### src/rtl/cycle_monitor_if.sv
// Handshake/result bundle for cycle_monitor.
//   master : drives start and sig_in, observes the verdict outputs
//   slave  : the monitor itself
//   start  - single-cycle arm pulse
//   sig_in - observed level
//   busy, done, ok, early, late, drop - status and verdict flags
//   meas   - measured cycle count of the last verdict (CW bits)
interface cycle_monitor_if #(
  parameter int CW = 6
) ();
  logic          start;
  logic          sig_in;
  logic          busy;
  logic          done;
  logic          ok;
  logic          early;
  logic          late;
  logic          drop;
  logic [CW-1:0] meas;

  modport master (
    output start, sig_in,
    input  busy, done, ok, early, late, drop, meas
  );

  modport slave (
    input  start, sig_in,
    output busy, done, ok, early, late, drop, meas
  );
endinterface

### src/rtl/cycle_monitor.sv
// cycle_monitor: measures the number of cycles from a start pulse to the
// first high sample of sig_in and classifies it against a window of
// EXP_CYCLES +/- TOL, with a TIMEOUT for a rise that never comes. After a
// good rise the level is watched and a fall is reported as drop.
// Ports:
//   clk - clock, rising edge
//   rst - asynchronous active-high reset
//   bus - cycle_monitor_if.slave (start, sig_in in; busy, done, ok,
//         early, late, drop, meas out)
// Build option: define CYCLE_MONITOR_SYNC_EN to pass sig_in through a
// 2-flop synchronizer; the measured count is corrected for the two extra
// cycles so meas matches the direct-sampling build.
module cycle_monitor #(
  parameter int EXP_CYCLES = 37,
  parameter int TOL        = 1,
  parameter int TIMEOUT    = 63,
  parameter int CW         = 6
) (
  input  logic             clk,
  input  logic             rst,
  cycle_monitor_if.slave   bus
);

  // One spare bit so the window bounds and the synchronizer-corrected
  // count never wrap.
  typedef logic [CW:0] cnt_t;

  typedef enum logic [1:0] {IDLE, COUNT, HOLD, FAIL} state_t;

  localparam cnt_t LO_W = (EXP_CYCLES > TOL) ? cnt_t'(EXP_CYCLES - TOL) : cnt_t'(0);
  localparam cnt_t HI_W = cnt_t'(EXP_CYCLES + TOL);
  localparam cnt_t TO_W = cnt_t'(TIMEOUT);

  logic samp_s;

`ifdef CYCLE_MONITOR_SYNC_EN
  localparam cnt_t LAT_W = cnt_t'(2);
  logic [1:0] sync_r;

  // Two-flop synchronizer for the observed level.
  always_ff @(posedge clk or posedge rst) begin
    if (rst) begin
      sync_r <= 2'b00;
    end else begin
      sync_r <= {sync_r[0], bus.sig_in};
    end
  end
  assign samp_s = sync_r[1];
`else
  localparam cnt_t LAT_W = cnt_t'(0);
  assign samp_s = bus.sig_in;
`endif

  state_t        state_r, state_s;
  cnt_t          cnt_r, cnt_s;
  cnt_t          adj_s;
  logic [CW-1:0] meas_r, meas_s;
  logic          busy_r, busy_s;
  logic          done_r, done_s;
  logic          ok_r, ok_s;
  logic          early_r, early_s;
  logic          late_r, late_s;
  logic          drop_r, drop_s;

  // Count as seen at the input pin, with synchronizer latency removed.
  assign adj_s = cnt_r - LAT_W;

  // State, counter and output registers.
  always_ff @(posedge clk or posedge rst) begin
    if (rst) begin
      state_r <= IDLE;
      cnt_r   <= cnt_t'(0);
      meas_r  <= {CW{1'b0}};
      busy_r  <= 1'b0;
      done_r  <= 1'b0;
      ok_r    <= 1'b0;
      early_r <= 1'b0;
      late_r  <= 1'b0;
      drop_r  <= 1'b0;
    end else begin
      state_r <= state_s;
      cnt_r   <= cnt_s;
      meas_r  <= meas_s;
      busy_r  <= busy_s;
      done_r  <= done_s;
      ok_r    <= ok_s;
      early_r <= early_s;
      late_r  <= late_s;
      drop_r  <= drop_s;
    end
  end

  // Next-state, counter and verdict logic.
  always_comb begin
    state_s = state_r;
    cnt_s   = cnt_r;
    meas_s  = meas_r;
    done_s  = 1'b0;
    ok_s    = ok_r;
    early_s = early_r;
    late_s  = late_r;
    drop_s  = drop_r;

    // start re-arms from every state, and beats a same-cycle rise sample.
    if (bus.start) begin
      state_s = COUNT;
      cnt_s   = cnt_t'(1);
      meas_s  = {CW{1'b0}};
      ok_s    = 1'b0;
      early_s = 1'b0;
      late_s  = 1'b0;
      drop_s  = 1'b0;
    end else begin
      case (state_r)
        IDLE: begin
          state_s = IDLE;
        end
        COUNT: begin
          // Samples still carrying pre-start synchronizer contents are skipped.
          if ((cnt_r > LAT_W) && samp_s) begin
            meas_s = adj_s[CW-1:0];
            done_s = 1'b1;
            if (adj_s < LO_W) begin
              early_s = 1'b1;
              state_s = FAIL;
            end else if (adj_s > HI_W) begin
              late_s  = 1'b1;
              state_s = FAIL;
            end else begin
              ok_s    = 1'b1;
              state_s = HOLD;
            end
          end else if (adj_s == TO_W) begin
            meas_s  = TO_W[CW-1:0];
            done_s  = 1'b1;
            late_s  = 1'b1;
            state_s = FAIL;
          end else begin
            cnt_s = cnt_r + cnt_t'(1);
          end
        end
        HOLD: begin
          if (!samp_s) begin
            ok_s    = 1'b0;
            drop_s  = 1'b1;
            state_s = FAIL;
          end else begin
            state_s = HOLD;
          end
        end
        FAIL: begin
          state_s = FAIL;
        end
        default: begin
          state_s = IDLE;
          cnt_s   = cnt_t'(0);
        end
      endcase
    end

    busy_s = (state_s == COUNT);
  end

  assign bus.busy  = busy_r;
  assign bus.done  = done_r;
  assign bus.ok    = ok_r;
  assign bus.early = early_r;
  assign bus.late  = late_r;
  assign bus.drop  = drop_r;
  assign bus.meas  = meas_r;

endmodule

### src/flat_wrapper.sv
// flat-port wrapper written by rule: the top's interface ports become plain ports
module cycle_monitor_flat 
#(
  parameter int EXP_CYCLES = 37,
  parameter int TOL        = 1,
  parameter int TIMEOUT    = 63,
  parameter int CW         = 6
)
  (clk, rst, bus_start, bus_sig_in, bus_busy, bus_done, bus_ok, bus_early, bus_late, bus_drop, bus_meas);
  cycle_monitor_if #(.CW(CW)) bus_i ();
  input  logic clk;
  input  logic rst;
  input wire logic [$bits(bus_i.start)-1:0] bus_start;
  input wire logic [$bits(bus_i.sig_in)-1:0] bus_sig_in;
  output wire logic [$bits(bus_i.busy)-1:0] bus_busy;
  output wire logic [$bits(bus_i.done)-1:0] bus_done;
  output wire logic [$bits(bus_i.ok)-1:0] bus_ok;
  output wire logic [$bits(bus_i.early)-1:0] bus_early;
  output wire logic [$bits(bus_i.late)-1:0] bus_late;
  output wire logic [$bits(bus_i.drop)-1:0] bus_drop;
  output wire logic [$bits(bus_i.meas)-1:0] bus_meas;
  assign bus_i.start = bus_start;
  assign bus_i.sig_in = bus_sig_in;
  assign bus_busy = bus_i.busy;
  assign bus_done = bus_i.done;
  assign bus_ok = bus_i.ok;
  assign bus_early = bus_i.early;
  assign bus_late = bus_i.late;
  assign bus_drop = bus_i.drop;
  assign bus_meas = bus_i.meas;
  cycle_monitor #(.EXP_CYCLES(EXP_CYCLES), .TOL(TOL), .TIMEOUT(TIMEOUT), .CW(CW)) u_core (.clk(clk), .rst(rst), .bus(bus_i));
endmodule
### config.mk
export PLATFORM = sky130hd
export DESIGN_NAME = cycle_monitor_flat
export DESIGN_NICKNAME = d
export VERILOG_FILES = /design/src/rtl/cycle_monitor_if.sv /design/src/rtl/cycle_monitor.sv /design/src/flat_wrapper.sv
export SDC_FILE = /design/constraint.sdc
export NUM_CORES = 1
export LEC_CHECK = 0
export ABC_AREA = 1
export CAP_MARGIN = 40
export CORE_MARGIN = 5
export CORE_UTILIZATION = 45
export CTS_CLUSTER_SIZE = 14
export DETAILED_ROUTE_END_ITERATION = 8
export DONT_BUFFER_PORTS = 1
export GPL_ROUTABILITY_DRIVEN = 1
export PLACE_DENSITY = 0.7
export REMOVE_ABC_BUFFERS = 1
export SLEW_MARGIN = 10
export SYNTH_ARGS = -nofsm -noshare
export SYNTH_HDL_FRONTEND = slang
export SYNTH_SLANG_ARGS = --single-unit
### constraint.sdc
create_clock -name clk -period 1.9 [get_ports clk]
set_input_delay 0.285 -clock clk [delete_from_list [all_inputs] [get_ports clk]]
set_output_delay 0.285 -clock clk [all_outputs]
set_load 0.1 [all_outputs]
* Word-level counts from Yosys, hierarchy flattened *
Index checks and enable logic that the tools add are counted.

word-level totals
  register bits after elaboration = 21
  input bits = 4
  output and inout bits = 12
  word-level logic and storage cells = 79

operators by class
  add/sub/neg operators = 1
  magnitude comparators = 3
  equality and inequality tests = 14
  multiplexer cells = 38
  reductions and logical operators = 14

operators by type and width
  operator               count
  $mux W7                4
  $mux W1                24
  $mux W6                4
  $ne A3 B3 Y1 const B   5
  $mux W2                4
  $pmux W2 S4            1
  $reduce_bool A2 Y1     4
  $add A7 B1 Y7 const B  1
  $eq A7 B6 Y1 const B   1
  $gt A7 B1 Y1 const B   1
  $gt A7 B6 Y1 const B   1
  $lt A7 B6 Y1 const B   1
  $ne A2 B2 Y1 const B   3
  $reduce_and A3 Y1      2
  $reduce_bool A3 Y1     2
  $reduce_and A5 Y1      1
  $eq A2 B1 Y1 const B   2
  $eq A2 B2 Y1 const B   2
  $reduce_and A2 Y1      2
  $reduce_and A4 Y1      1
  $ne A3 B2 Y1 const B   1
  $logic_not A2 Y1       1
  $pmux W1 S2            1
  $logic_and A1 B1 Y1    1

* Longest topological paths before layout *
Gate-level depths: netlist of the first run.

  word-level depth = 7
  gate-level depth with buffers = 11
  mapped depth without buffers = 11

* Worst setup path after synthesis of the first run *
Ideal clock, no wire load.

  kind = reg-to-reg
  start = reg u_core.cnt_r[0]
  end = reg u_core.late_r, in the netlist u_core.bus.late
  library setup time = 122 ps
  arrival = 1294 ps
  data required time = 1778 ps
  slack = 484 ps
  cell stages (with the launch flop) = 12
  buffers on the path = 0
  period minus slack after synthesis = 1416 ps
  path through = dfrtp_1 > inv_1 > ha_1 > inv_1 > nor2_1 > nand3_1 > nand2_2 > inv_1 > nand3_1 > nand2_1 > nand2_1 > nand2_1

on the way
  word-level cells in the longest chain between the ends = 5
  elaborated cells between the ends (all ways) = 12
  classes of those cells = 3 x order compare; 3 x eq/ne; 3 x mux; 3 x reduce/logical

ends and longest elaborated chain
  element                   line                  text
  start: declaration        cycle_monitor.sv:55   cnt_t cnt_r, cnt_s;
  start signal: assignment  cycle_monitor.sv:72   cnt_r <= cnt_t'(0);
  start signal: assignment  cycle_monitor.sv:82   cnt_r <= cnt_s;
  $gt A7 B1 Y1              cycle_monitor.sv:120  if ((cnt_r > LAT_W) && samp_s) begin
  $logic_and A1 B1 Y1       cycle_monitor.sv:120
  $mux W1                   cycle_monitor.sv:120
  $mux W1                   cycle_monitor.sv:114  case (state_r)
  $mux W1                   cycle_monitor.sv:105  if (bus.start) begin
  end signal: assignment    cycle_monitor.sv:88   late_r <= late_s;
  end: declaration          cycle_monitor.sv:62   logic late_r, late_s;

Several ways; a longest one is shown, not always the timed one. The select of a mux whose other input is x is not followed.
A chain may end at the register's enable or synchronous reset.

* Final worst setup path of the first run *
  start = reg u_core.cnt_r[0]
  end = reg u_core.cnt_r[3]

on the way
  word-level cells in the longest chain between the ends = 5
  elaborated cells between the ends (all ways) = 11
  classes of those cells = 1 x add/sub; 1 x order compare; 3 x eq/ne; 4 x mux; 2 x reduce/logical

ends and longest elaborated chain
  element        line                  text
  $add A7 B1 Y7  cycle_monitor.sv:139  cnt_s = cnt_r + cnt_t'(1);
  $mux W7        cycle_monitor.sv:133  end else if (adj_s == TO_W) begin
  $mux W7        cycle_monitor.sv:120
  $mux W7        cycle_monitor.sv:114
  $mux W7        cycle_monitor.sv:105

Several ways; a longest one is shown, not always the timed one. The select of a mux whose other input is x is not followed.

==> results of run 1 <==
final timing paths:
path	startpoint	end	slack (ps)	depth (start not counted)
setup / recovery	u_core.cnt_r[0]	u_core.cnt_r[3]	240	10
hold / removal	rst	u_core.bus.done	-0.4	1
setup reg to reg	u_core.cnt_r[0]	u_core.cnt_r[3]	240	10
hold reg to reg	u_core.bus.meas[5]	u_core.bus.meas[5]	500	2
max in group asynchronous	rst	u_core.cnt_r[4]	1410	1
min in group clk	bus_start	u_core.bus.ok	20	1
layer usage:
layer / global-route usage [%] / vias up
met5: 0 / -
met1: 18.2 / 461
met2: 25.3 / 36
met4: 5.70 / 0
met3: 3.46 / 6
li1: - / 483
registers in the layout, summed over array words and instances, names as in the netlist:
name              count
u_core.state_r        2
u_core.bus.late       1
u_core.bus.done       1
u_core.bus.busy       1
u_core.bus.ok         1
u_core.cnt_r          7
u_core.bus.early      1
u_core.bus.drop       1
u_core.bus.meas       6
synthesized netlist by cell type, types with 2 or more instances:
master,number
a21oi_1,5
dfrtp_1,21
ha_1,3
inv_1,19
nand2_1,51
nand2_2,3
nand3_1,10
nand3_2,2
nor2_1,15
o21ai_0,2
o21ai_2,5
worst max-delay path: stages, from the launching register on:
cell     delay, ps
dfrtp_1        420
inv_1          160
ha_1           170
inv_1           40
nor2_1          80
nand3_1         80
nand2_2        110
nand3_2        120
nand2_2        230
nand2_1        110
o21ai_2         70
where the power goes:
| part | switching [uW] | internal, uW | leakage, uW |
|---|---|---|---|
| clock network | 146 | 78.7 | 0.0000177 |
| registers | 86.4 | 544 | 0.000271 |
| logic | 763 | 244 | 0.000397 |
| total | 995 | 867 | 0.000686 |
metrics by stage:
stage / setup slack [ps] / hold WS (ps) / cells / util [%] / instance area [um^2]
floorplan: 481 / 262 / 144 / - / 1120
global placement: 348 / 352 / 185 / 50.6 / 1240
global route: 116 / 1.75 / 192 / 53.4 / 1310
detailed placement: 286 / 353 / 187 / 51.9 / 1270
finish: 236 / -0.351 / 192 / 53.4 / 1310
CTS: 249 / 10.8 / 191 / 53.0 / 1300
layout make-up:
cell class / count / area share [%]
clock buffer: 3 / 1.72
tap: 30 / 2.86
clock inverter: 1 / 0.382
multi-input combinational: 104 / 40.1
inverter: 19 / 5.44
timing repair buffer: 14 / 9.45
sequential: 21 / 40.1
logic make-up after synthesis:
group           Yosys count
simple gates             86
buf+inv                  21
flops                    21
compound gates           13
fa+ha+maj                 3
xor+xnor                  2
==> metrics, run 1 <==
main combinational cell family by area after synthesis=simple AND/OR/NAND/NOR gates; detailed-routing iteration count for the pre-antenna-repair pass=4; number of antenna violations at the first check in global routing=0; most frequent standard cell in the layout excluding fill and tap cells=nand2_1; metal3 WL=187 um; cell taking the most area after synthesis=dfrtp_1; synthesized flop and latch total=21; footprint of the flip-flops and latches=about 530 um^2; dpl hpwl=1810 um; Async SR Flop Fraction=100%; Filler cells=roughly 240; endpoint type of the worst setup path=register; count of routing violations after the opening detailed-route iteration=19; antenna diode count=0; worst hold slack=-0.351 ps; initial cell density of the core=between 40% and 50%; Post-Synthesis Cell Area=~1100 um^2; setup repair after global routing missed its margin=false; GP Congestion=around 0.85; total global routing track utilization=14.9%; area of the multi-input gates=526 um^2; synthesized instance count=~150; count of port buffers added during placement=0; Critical Path Start Type=register; antenna viol nets, final=0; highest-count cells in the layout ignoring fill and taps=nand2_1 (51), dfrtp_1 (21), inv_1 (19), nor2_1 (15), buf_4 (11); final cycle utilization of the critical path=between 80 and 90%; buffer depth of the longest clock path=2; basic-gate share of the synthesized area counting and, or, nand and nor cells=roughly a third; data arrival time of the critical path=between 1500 and 2000 ps; number of enable flip-flop cells after synthesis=0; Clock Sink Count=21; I/O pin count=16; Max Clock Skew=~0.77 ps; latest clock arrival within the worst-skew pair=approximately 310 ps; wire per inst=12.5 um; chip height=around 60 um; highest signal layer in the routed design=met4; leakage dissipation=between 0.0006 and 0.0007 uW; area fraction of the dominant cell type after synthesis=between 40% and 50%; standard cell core area=2450 um^2; Post-Synth XOR/XNOR Area=between 1.5 and 2%; Post-CTS Setup Inserts=0; Compound-Gate Fraction of Synth Area=7.48%; GRT Residual Overflow=0; die extent in x=about 60 um; actual slew at the worst max-slew pin=between 800 and 900 ps; run status=finished with violations; Main synth FF type=dfrtp_1; minimum clock period=1660 ps; maximum number of pins on one net before global-route repair=22; htree depth=1; met2 WL=between 1000 and 1500 um; fraction of the yosys area taken by sequential cells=a little under half; Peak VDD IR=946 uV; violated checks=hold timing; post-synthesis to final-layout area growth=15.3%; Cell Pwr Density=~1400 nW/um^2; final net count=170; peak fanout along the critical path=11; startpoint-to-endpoint class of the critical path=register to register; fraction of layout instances using a drive strength above 1=about 18%; number of buffers added by the clock tree synthesis step=3; drt via density=~5; Slew headroom=a little under half; Site Rows=18; Final Max Slew Viols=0; Mean Syn Cell Area=just under 8 um^2; Max Fclk=around 600 MHz; Yosys cell types=21; post-synthesis share of cell area spent on full adders, half adders and majority gates=3.30%; path type of the worst min-delay path=input port to asynchronous set/reset pin; Die ar.=3630 um^2; final routed DRC violation total=0; Final Hold Vio Count=1; first-pass GRT wire length=slightly above 4000 um; final wirelength=~2400 um; number of warnings reported in the yosys synthesis log=0; max_cap viols=0; overall power of the completed layout=1860 uW; Via Count=around 990; setup TNS=0 ps; via count of the first global-routing pass=just under 1000; top post-synthesis cells by area=dfrtp_1 (46%), nand2_1 (17%), inv_1 (6.3%), nor2_1 (5.0%), nand3_1 (4.4%); multiplexer fraction of the synthesized cell area=0%; endpoint required time on the critical path=approximately 2200 ps; buffer cell driving the clock tree root=clkbuf_4; Final setup violation count=0; count of instances resized after the clock tree is built=0; hold bufs inserted after CTS=0; CTS tree=yes; met1 wire length=1040 um; Reg clk slew, reported paths=approximately 120 ps
Power figures use the tool's default switching activity.
==> inputs of run 2 (changes only) <==
--- a/config.mk
+++ b/config.mk
@@ -12,7 +12,7 @@
 export CTS_CLUSTER_SIZE = 14
 export DETAILED_ROUTE_END_ITERATION = 8
 export DONT_BUFFER_PORTS = 1
-export GPL_ROUTABILITY_DRIVEN = 1
+export HOLD_SLACK_MARGIN = 0.08
 export PLACE_DENSITY = 0.7
 export REMOVE_ABC_BUFFERS = 1
 export SLEW_MARGIN = 10
==> constraint.sdc (replaced) <==
create_clock -name clk -period 1.83 [get_ports clk]
set_input_delay 0.2745 -clock clk [delete_from_list [all_inputs] [get_ports clk]]
set_output_delay 0.2745 -clock clk [all_outputs]
set_load 0.1 [all_outputs]
==> run 2 against run 1 <==
The flow now finishes without violations. Largest power group unchanged. Clock skew hardly changed. Sequential power grew 3.8%. Non-clock buffer count up 1. Routed wire length decreased by 0.25%. Clock-buffer cell count unchanged. Clock power is 4% higher. Critical endpoint unchanged.
==> metrics, run 2 (synthesis results as in run 1) <==
latest clock arrival within the worst-skew pair=about 310 ps; detailed-routing iteration count for the pre-antenna-repair pass=6; Via Count=about 990; first-pass GRT wire length=between 4000 and 5000 um; wire per inst=~12 um; Max Fclk=599 MHz; antenna diode count=0; GRT Residual Overflow=0; minimum clock period=between 1500 and 2000 ps; post-synthesis to final-layout area growth=16.2%; most frequent standard cell in the layout excluding fill and tap cells=nand2_1; total global routing track utilization=around 15%; Cell Pwr Density=1470 nW/um^2; Critical Path Start Type=register; final cycle utilization of the critical path=just over 90%; buffer cell driving the clock tree root=clkbuf_4; Max Clock Skew=around 1.0 ps; Final setup violation count=0; GP Congestion=~0.85; final wirelength=2390 um; endpoint type of the worst setup path=register; Peak VDD IR=931 uV; final net count=around 170; number of flip-flops in the largest register=7; Die ar.=3630 um^2; buffer depth of the longest clock path=2; count of routing violations after the opening detailed-route iteration=25; leakage dissipation=0.000691 uW; final routed DRC violation total=0; path type of the worst min-delay path=input port to register; antenna viol nets, final=0; non-filler cells, final=just under 200; number of buffers added by the clock tree synthesis step=3; Post-CTS Setup Inserts=0; Site Rows=18; standard cell core area=roughly 2500 um^2; max_cap viols=0; run status=finished clean; actual slew at the worst max-slew pin=about 800 ps; data arrival time of the critical path=~1900 ps; startpoint-to-endpoint class of the critical path=register to register; overall power of the completed layout=1940 uW; die extent in x=60.3 um; area of the multi-input gates=between 500 and 600 um^2; post-placement cell count=approximately 190; drt via density=between 5 and 6; CTS tree=yes; setup TNS=0 ps; Final Max Slew Viols=0; footprint of the flip-flops and latches=roughly 530 um^2; Reg clk slew, reported paths=~120 ps; via count of the first global-routing pass=991; number of antenna violations at the first check in global routing=0; htree depth=1; chip height=~60 um; Clock Sink Count=21; I/O pin count=16; maximum number of pins on one net before global-route repair=22; setup repair after global routing missed its margin=false; fraction of layout instances using a drive strength above 1=about 18%; register with the most flip-flops=u_core.cnt_r; highest-count cells in the layout ignoring fill and taps=nand2_1 (51), dfrtp_1 (21), inv_1 (19), nor2_1 (15), buf_4 (11); peak fanout along the critical path=11; endpoint required time on the critical path=about 2100 ps; Filler cells=240; Final Hold Vio Count=0; count of port buffers added during placement=0; initial cell density of the core=between 40% and 50%; dpl hpwl=~1800 um; Slew headroom=a little under half
run 2: cell count changes in the layout (fill, tap and decap cells not counted), sizes merged:
cell | previous run | this run
dlygate4sd3 | 1 | 2
run 2: layout make-up:
type / count / area share (%)
timing repair buffer: 15 / 10.1
clock buffer: 3 / 1.70
tap: 30 / 2.84
clock inverter: 1 / 0.379
sequential: 21 / 39.8
inverter: 19 / 5.40
multi-input combinational: 104 / 39.8
run 2: what timing repair did:
item / 4_1_cts / 5_1_grt
endpoints found under the hold margin: 27 / 0
hold buffers: 2 / 0
gates resized for setup: 0 / 0
endpoints found under the setup margin: 0 / 0
run 2: worst max-delay path, stage by stage, from the launching register on:
cell,delay [ps]
dfrtp_1,420
inv_1,160
ha_1,170
inv_1,40
nor2_1,80
nand3_1,80
nand2_2,110
nand3_2,120
nand2_2,230
nand2_1,110
o21ai_2,70
run 2: path summary, 6_finish.rpt:
path                                            to  slack (ps)  depth (start not counted)                from
min in group asynchronous          u_core.bus.done         540                          2                 rst
worst max-delay path               u_core.cnt_r[3]         160                         10     u_core.cnt_r[0]
worst min-delay path               u_core.cnt_r[4]         130                          3           bus_start
max in group asynchronous          u_core.cnt_r[4]         800                          2                 rst
worst max register to register     u_core.cnt_r[3]         160                         10     u_core.cnt_r[0]
worst min register to register  u_core.bus.meas[5]         500                          2  u_core.bus.meas[5]
run 2: metrics by stage:
| step | hold slack [ps] | setup WS, ps | util (%) | cell area, um^2 |
|---|---|---|---|---|
| 2_1_floorplan | 251 | 411 | - | 1120 |
| 3_3_place_gp | 342 | 278 | 50.6 | 1240 |
| 3_5_place_dp | 343 | 216 | 51.9 | 1270 |
| 4_1_cts | 122 | 179 | 53.8 | 1320 |
| 5_1_grt | 119 | 46.2 | 53.8 | 1320 |
| 6_report | 126 | 159 | 53.8 | 1320 |
run 2: routing by layer:
layer	vias to the layer above	global-route usage, %	wire length (um)
met3	4	3.46	164
met5	-	0	0
met1	465	18.6	1040
li1	488	-	-
met4	0	5.70	25
met2	29	25.5	1160
run 2: report_power, final:
part           switching (uW)  leakage (uW)  internal, uW  total, uW
combinational             797      0.000402           255       1050
sequential               89.3      0.000271           565        654
clock                     151     0.0000177          81.7        233
total                    1040      0.000691           902       1940
==> edit 1 (flow settings as in run 1) <==
`CW` is set to 6 in 3 places; all go to 7.
--- a/src/rtl/cycle_monitor_if.sv
+++ b/src/rtl/cycle_monitor_if.sv
@@ -6,7 +6,7 @@
 //   busy, done, ok, early, late, drop - status and verdict flags
 //   meas   - measured cycle count of the last verdict (CW bits)
 interface cycle_monitor_if #(
-  parameter int CW = 6
+  parameter int CW = 7
 ) ();
   logic          start;
   logic          sig_in;
--- a/src/rtl/cycle_monitor.sv
+++ b/src/rtl/cycle_monitor.sv
@@ -14,7 +14,7 @@
   parameter int EXP_CYCLES = 37,
   parameter int TOL        = 1,
   parameter int TIMEOUT    = 63,
-  parameter int CW         = 6
+  parameter int CW         = 7
 ) (
   input  logic             clk,
   input  logic             rst,
--- a/src/flat_wrapper.sv
+++ b/src/flat_wrapper.sv
@@ -4,7 +4,7 @@
   parameter int EXP_CYCLES = 37,
   parameter int TOL        = 1,
   parameter int TIMEOUT    = 63,
-  parameter int CW         = 6
+  parameter int CW         = 7
 )
   (clk, rst, bus_start, bus_sig_in, bus_busy, bus_done, bus_ok, bus_early, bus_late, bus_drop, bus_meas);
   cycle_monitor_if #(.CW(CW)) bus_i ();
Interface: changed (resized bus_meas); port bits go from 16 to 17. No check against the original RTL was run, so the function may have changed too.
==> edit 1 against run 1 <==
Final cell count is 13% higher. Worst setup slack better by 0.022 ns. Power is 23% lower. Sequential cell count is 2 higher. Routed wire length is 16% higher. Area after synthesis is 15% higher. Final area is 13% higher. Sequential share of layout area is 1.1 points lower. Synthesized cell count is 15% higher. Utilization is 0.33 points lower. Largest cell class is now multi-input gates.
==> edit 1: results (changes against run 1) <==
** Power
- Sequential power share :: 40.6% (+6.7 points)
- Highest ir drop seen on vdd :: 862 µV (-8.9%)
- P_leak :: 0.793 nW (+16%)
- The power attributed to the clock group came to 0.000230 W (+3%).

** Logic synthesis
- The xor and xnor fraction of the mapped netlist area was 2.01% (+0.47 points).
- Synth Area in Adders :: 2.87% (-0.44 points)
- The number of distinct library cells after synthesis was 23 (+9.5%).
- Sequential cell area fraction in the yosys report :: 43.9% (-2.3 points)
- After synthesis, the most frequently instantiated cells are 58 x sky130_fd_sc_hd__nand2_1, 23 x sky130_fd_sc_hd__dfrtp_1, 18 x sky130_fd_sc_hd__inv_1, 15 x sky130_fd_sc_hd__nor2_1, 12 x sky130_fd_sc_hd__nand3_1.
- The fraction of the mapped netlist area in compound gates is 7.16% (-0.32 points).
- The average cell area after synthesis came to 7.80 µm² (about the same).

** Route
- The number of detailed-route iterations in the first pass is 5 (+1).
- Number of DRC violations after detailed-routing iteration 0 :: 37 (+18)

** Global route
- The total routing usage reported by global routing is 14.7% (-0.22 points).
- Wire length of the first global-routing pass :: 4.80 mm (+18%)
- The pin count of the biggest net entering global routing is 24 (+9.1%).

** Final layout
- The fraction of final layout cells with drive strength greater than 1 is 22.0% (+4.1 points).
- Final std cells w/o fill :: 217 (+13%)
- The flip-flop count of the largest register, all copies and words added came to 8 (+1).
- The total number of nets in the final design is 194 (+14%).

** Clock network
- Number of buffers inserted for hold repair after clock tree synthesis :: 1 (+1)

** Placed design
- Final estimated routing congestion in global placement :: 0.937 (+11%)
- The sum of net half-perimeters after detailed placement is 2.09 mm (+15%).

** Hold path
- The tightest min-delay check is of the in2reg type.

** Run status
- The run finished with clean final reports.

** Setup path
- The peak fanout along the critical path came to 12 (+1).
- Flop2flop setup slack :: 0.26 ns (+0.02 ns)

** STA
- Slew HR :: 76.7% (+30 points)
- Clock skew after layout :: 0.00189 ns (+0.00112 ns)
==> edit 1: cell count changes after synthesis, sizes merged, moves of 2 or more <==
| cell | run 1 | this run |
|---|---|---|
| xor2 | 1 | 3 |
| nand4 | 1 | 3 |
| nand2 | 54 | 65 |
| dfrtp | 21 | 23 |
| nor2 | 18 | 21 |
| nor3b | 0 | 2 |
==> edit 1: area by class of cell <==
type | count | area, µm² | area share [%]
Multi-Input combinational cell | 122 | 627 | 42.5
Sequential cell | 23 | 576 | 39.0
Timing Repair Buffer | 17 | 133 | 8.98
Inverter | 20 | 75.1 | 5.08
Tap cell | 31 | 38.8 | 2.63
Clock buffer | 3 | 22.5 | 1.53
Clock inverter | 1 | 5.00 | 0.339
==> edit 1: per-stage QoR <==
stage,setup slack [ns],hold WS [ns],power (W)
floorplan,0.341,0.287,0.00108
global placement,0.342,0.228,0.00120
detailed placement,0.294,0.239,0.00121
CTS,0.262,0.00315,0.00144
global route,0.108,0.00723,0.00151
finish,0.258,0.0142,0.00143
==> edit 1: routing by layer <==
layer / track usage [%] / part of all wire [%]
met1: 18.6 / 46
met2: 23.4 / 45
met3: 3.33 / 6.0
met4: 7.53 / 2.9
met5: 0 / 0
==> edit 1: worst paths after layout <==
kind | startpoint | to | depth (start not counted)
worst max-delay path | u_core.cnt_r[0] | u_core.cnt_r[4] | 8
worst min-delay path | bus_start | u_core.bus.ok | 1
worst max register to register | u_core.cnt_r[0] | u_core.cnt_r[4] | 8
worst min register to register | u_core.bus.late | u_core.bus.late | 2
max in group asynchronous | rst | u_core.cnt_r[1] | 3
min in group asynchronous | rst | u_core.state_r[0] | 3
==> edit 1: worst reg2reg max path, delay by kind of cell, from the launching register on <==
kind            cells  cell delay, ns
compound gates      2            0.24
buf+inv             1            0.15
fa+ha+maj           1            0.20
flops               1            0.43
simple gates        4            0.57
==> edit 2 (config.mk and constraints of run 1) <==
Made on the original files. Encoding of `state_t`: now one-hot (4 bits for 4 states).
--- a/src/rtl/cycle_monitor.sv
+++ b/src/rtl/cycle_monitor.sv
@@ -25,7 +25,7 @@
   // count never wrap.
   typedef logic [CW:0] cnt_t;
 
-  typedef enum logic [1:0] {IDLE, COUNT, HOLD, FAIL} state_t;
+  typedef enum logic [3:0] {IDLE = 4'b0001, COUNT = 4'b0010, HOLD = 4'b0100, FAIL = 4'b1000} state_t;
 
   localparam cnt_t LO_W = (EXP_CYCLES > TOL) ? cnt_t'(EXP_CYCLES - TOL) : cnt_t'(0);
   localparam cnt_t HI_W = cnt_t'(EXP_CYCLES + TOL);
Formal check against the unedited RTL: no difference found for any inputs over 10 cycles, from zero or initial values and one cycle with rst high; not proved beyond that.
==> edit 2 against run 1 <==
Worst setup slack worse by 0.024 ns. Worst hold slack better by 0.021 ns. Final cell count up 7.3%. Power down 21%. Sequential cell count up 2. Area after synthesis up 12%. Clock skew up 0.0034 ns. Final area up 8.6%. Routed wire length up 7.6%. Critical path type unchanged. Largest power group unchanged. Highest routed layer unchanged.
==> edit 2: results (changes against run 1) <==
** Global route
- Maximum number of pins on one net before global-route repair :: 24 (+9.1%)
- Wire length of the first global-routing pass :: 4.68 mm (+15%)
- The total routing usage reported by global routing came to 13.9% (-0.98 points).
- The via count of the first global-routing pass came to 1,049 (+7.0%).

** Logic synthesis
- Cell types with the highest counts after synthesis :: 44 x sky130_fd_sc_hd__nand2_1, 22 x sky130_fd_sc_hd__dfrtp_1, 16 x sky130_fd_sc_hd__inv_1, 16 x sky130_fd_sc_hd__nor2_1
- Sequential cell area fraction in the yosys report :: 45.2% (-1.1 points)
- Cell types occupying the most area after synthesis :: sky130_fd_sc_hd__dfrtp_1 43%, sky130_fd_sc_hd__nand2_1 13%, sky130_fd_sc_hd__nand3_1 5.5%
- Synth Flop Type :: sky130_fd_sc_hd__dfrtp_1

** Power
- P_leak :: 0.750 nW (+9.3%)
- Highest ir drop seen on vdd :: 766 µV (-19%)
- Switching share of power :: 46.8% (-6.6 points)

** Setup path
- Worst Path Arrival :: 1.95 ns (+0.04 ns)
- The worst register-to-register path ends at u_core.bus.meas[3].
- The peak fanout along the critical path was 7 (-4).
- The worst stage delay on the critical path was 0.47 ns (+0.05 ns).
- Cell count of the worst reg-to-reg path :: 9 (-1)

** Placed design
- The final weighted congestion in routability-driven placement is 0.918 (+8.3%).
- The port buffer count was 0 (unchanged).
- The sum of net half-perimeters after detailed placement is 1.97 mm (+8.7%).

** Route
- Number of DRC violations after detailed-routing iteration 0 :: 51 (+32)
- Via-to-Cell Ratio :: 5.32 (+3.5%)
- The final routed wirelength across all metal layers was 2.58 mm (+7.6%).

** Final layout
- The fraction of final layout cells with drive strength greater than 1 came to 19.4% (+1.5 points).
- Register name with the most flops :: u_core.cnt_r
- The library cell used most frequently in the layout, excluding fill and tap cells, is sky130_fd_sc_hd__nand2_1.
- The total number of nets in the final design was 183 (+7.6%).

** STA
- Pin slew with the least headroom to its limit :: 0.418 ns (-0.384 ns)
- Clock skew after layout :: 0.00421 ns (+0.00344 ns)
- The worst-case hold slack is 0.0202 ns (+0.0205 ns).

** Hold path
- Hold/Removal Path Class :: in2reg

** Run status
- The run finished with clean final reports.

** Clock network
- Clock transition at the register clock pins on the worst setup and hold paths after CTS :: 0.12 ns (about the same)
-- edit 2: area by class of cell --
class / count / area (µm²)
multi-input combinational: 115 / 598
timing repair buffer: 15 / 115
inverter: 18 / 67.6
fill: 253 / 1310
clock buffer: 4 / 26.3
tap: 31 / 38.8
sequential: 23 / 578
-- edit 2: worst max path at each step --
stage | to | depth (start not counted) | start
3_3_place_gp | u_core.cnt_r[4] | 9 | u_core.cnt_r[1]
4_1_cts | u_core.bus.meas[3] | 9 | u_core.cnt_r[1]
5_1_grt | u_core.bus.meas[3] | 9 | u_core.cnt_r[0]
6_report | u_core.bus.meas[3] | 9 | u_core.cnt_r[0]
2_1_floorplan | u_core.cnt_r[2] | 9 | u_core.cnt_r[1]
3_5_place_dp | u_core.bus.meas[3] | 9 | u_core.cnt_r[1]
-- edit 2: stage by stage --
| step | cell area (µm²) | cells | setup WS, ns |
|---|---|---|---|
| floorplan | 1240 | 156 | 0.430 |
| global route | 1420 | 206 | 0.0276 |
| CTS | 1420 | 206 | 0.138 |
| finish | 1420 | 206 | 0.212 |
| detailed placement | 1390 | 201 | 0.182 |
| global placement | 1390 | 201 | 0.213 |
-- edit 2: repair_timing --
action | in CTS | in global routing
hold buffers | 1 | 0
gates resized for setup | 0 | 1
endpoints found under the hold margin | 22 | 0
setup endpoints to repair | 0 | 3
-- edit 2: logic make-up after synthesis --
group,share of synthesized area (%)
AND/OR/NAND/NOR,30.4
AO/OA/AOI/OAI,12.8
flip-flops,45.2
buffers and inverters,8.03
adder cells (fa/ha/maj),2.94
XOR/XNOR,0.686
-- edit 2: worst max-delay path, delay by kind of cell, from the launching register on --
| family | cells | cell delay (ns) |
|---|---|---|
| AOI/OAI and AO/OA | 1 | 0.13 |
| DFF | 1 | 0.47 |
| adders and majority gates | 1 | 0.24 |
| buffers and inverters | 2 | 0.24 |
| and+or+nand+nor | 5 | 0.57 |
-- edit 2: per-layer routing --
metal  up-vias  track usage (%)  wire length [µm]
li1        547                -                 -
met2        31             22.3              1260
met4         0             5.45                38
met3         5             2.84               165
met5         -                0                 0
met1       512             18.4              1120
-- edit 2: power groups by stage --
stage / Clock (W) / Combinational, W / Sequential (W)
floorplan: 0 / 0.000225 / 0.000880
global placement: 0 / 0.000630 / 0.000610
detailed placement: 0 / 0.000635 / 0.000616
CTS: 0.000231 / 0.000638 / 0.000606
global route: 0.000256 / 0.000680 / 0.000619
finish: 0.000226 / 0.000633 / 0.000607
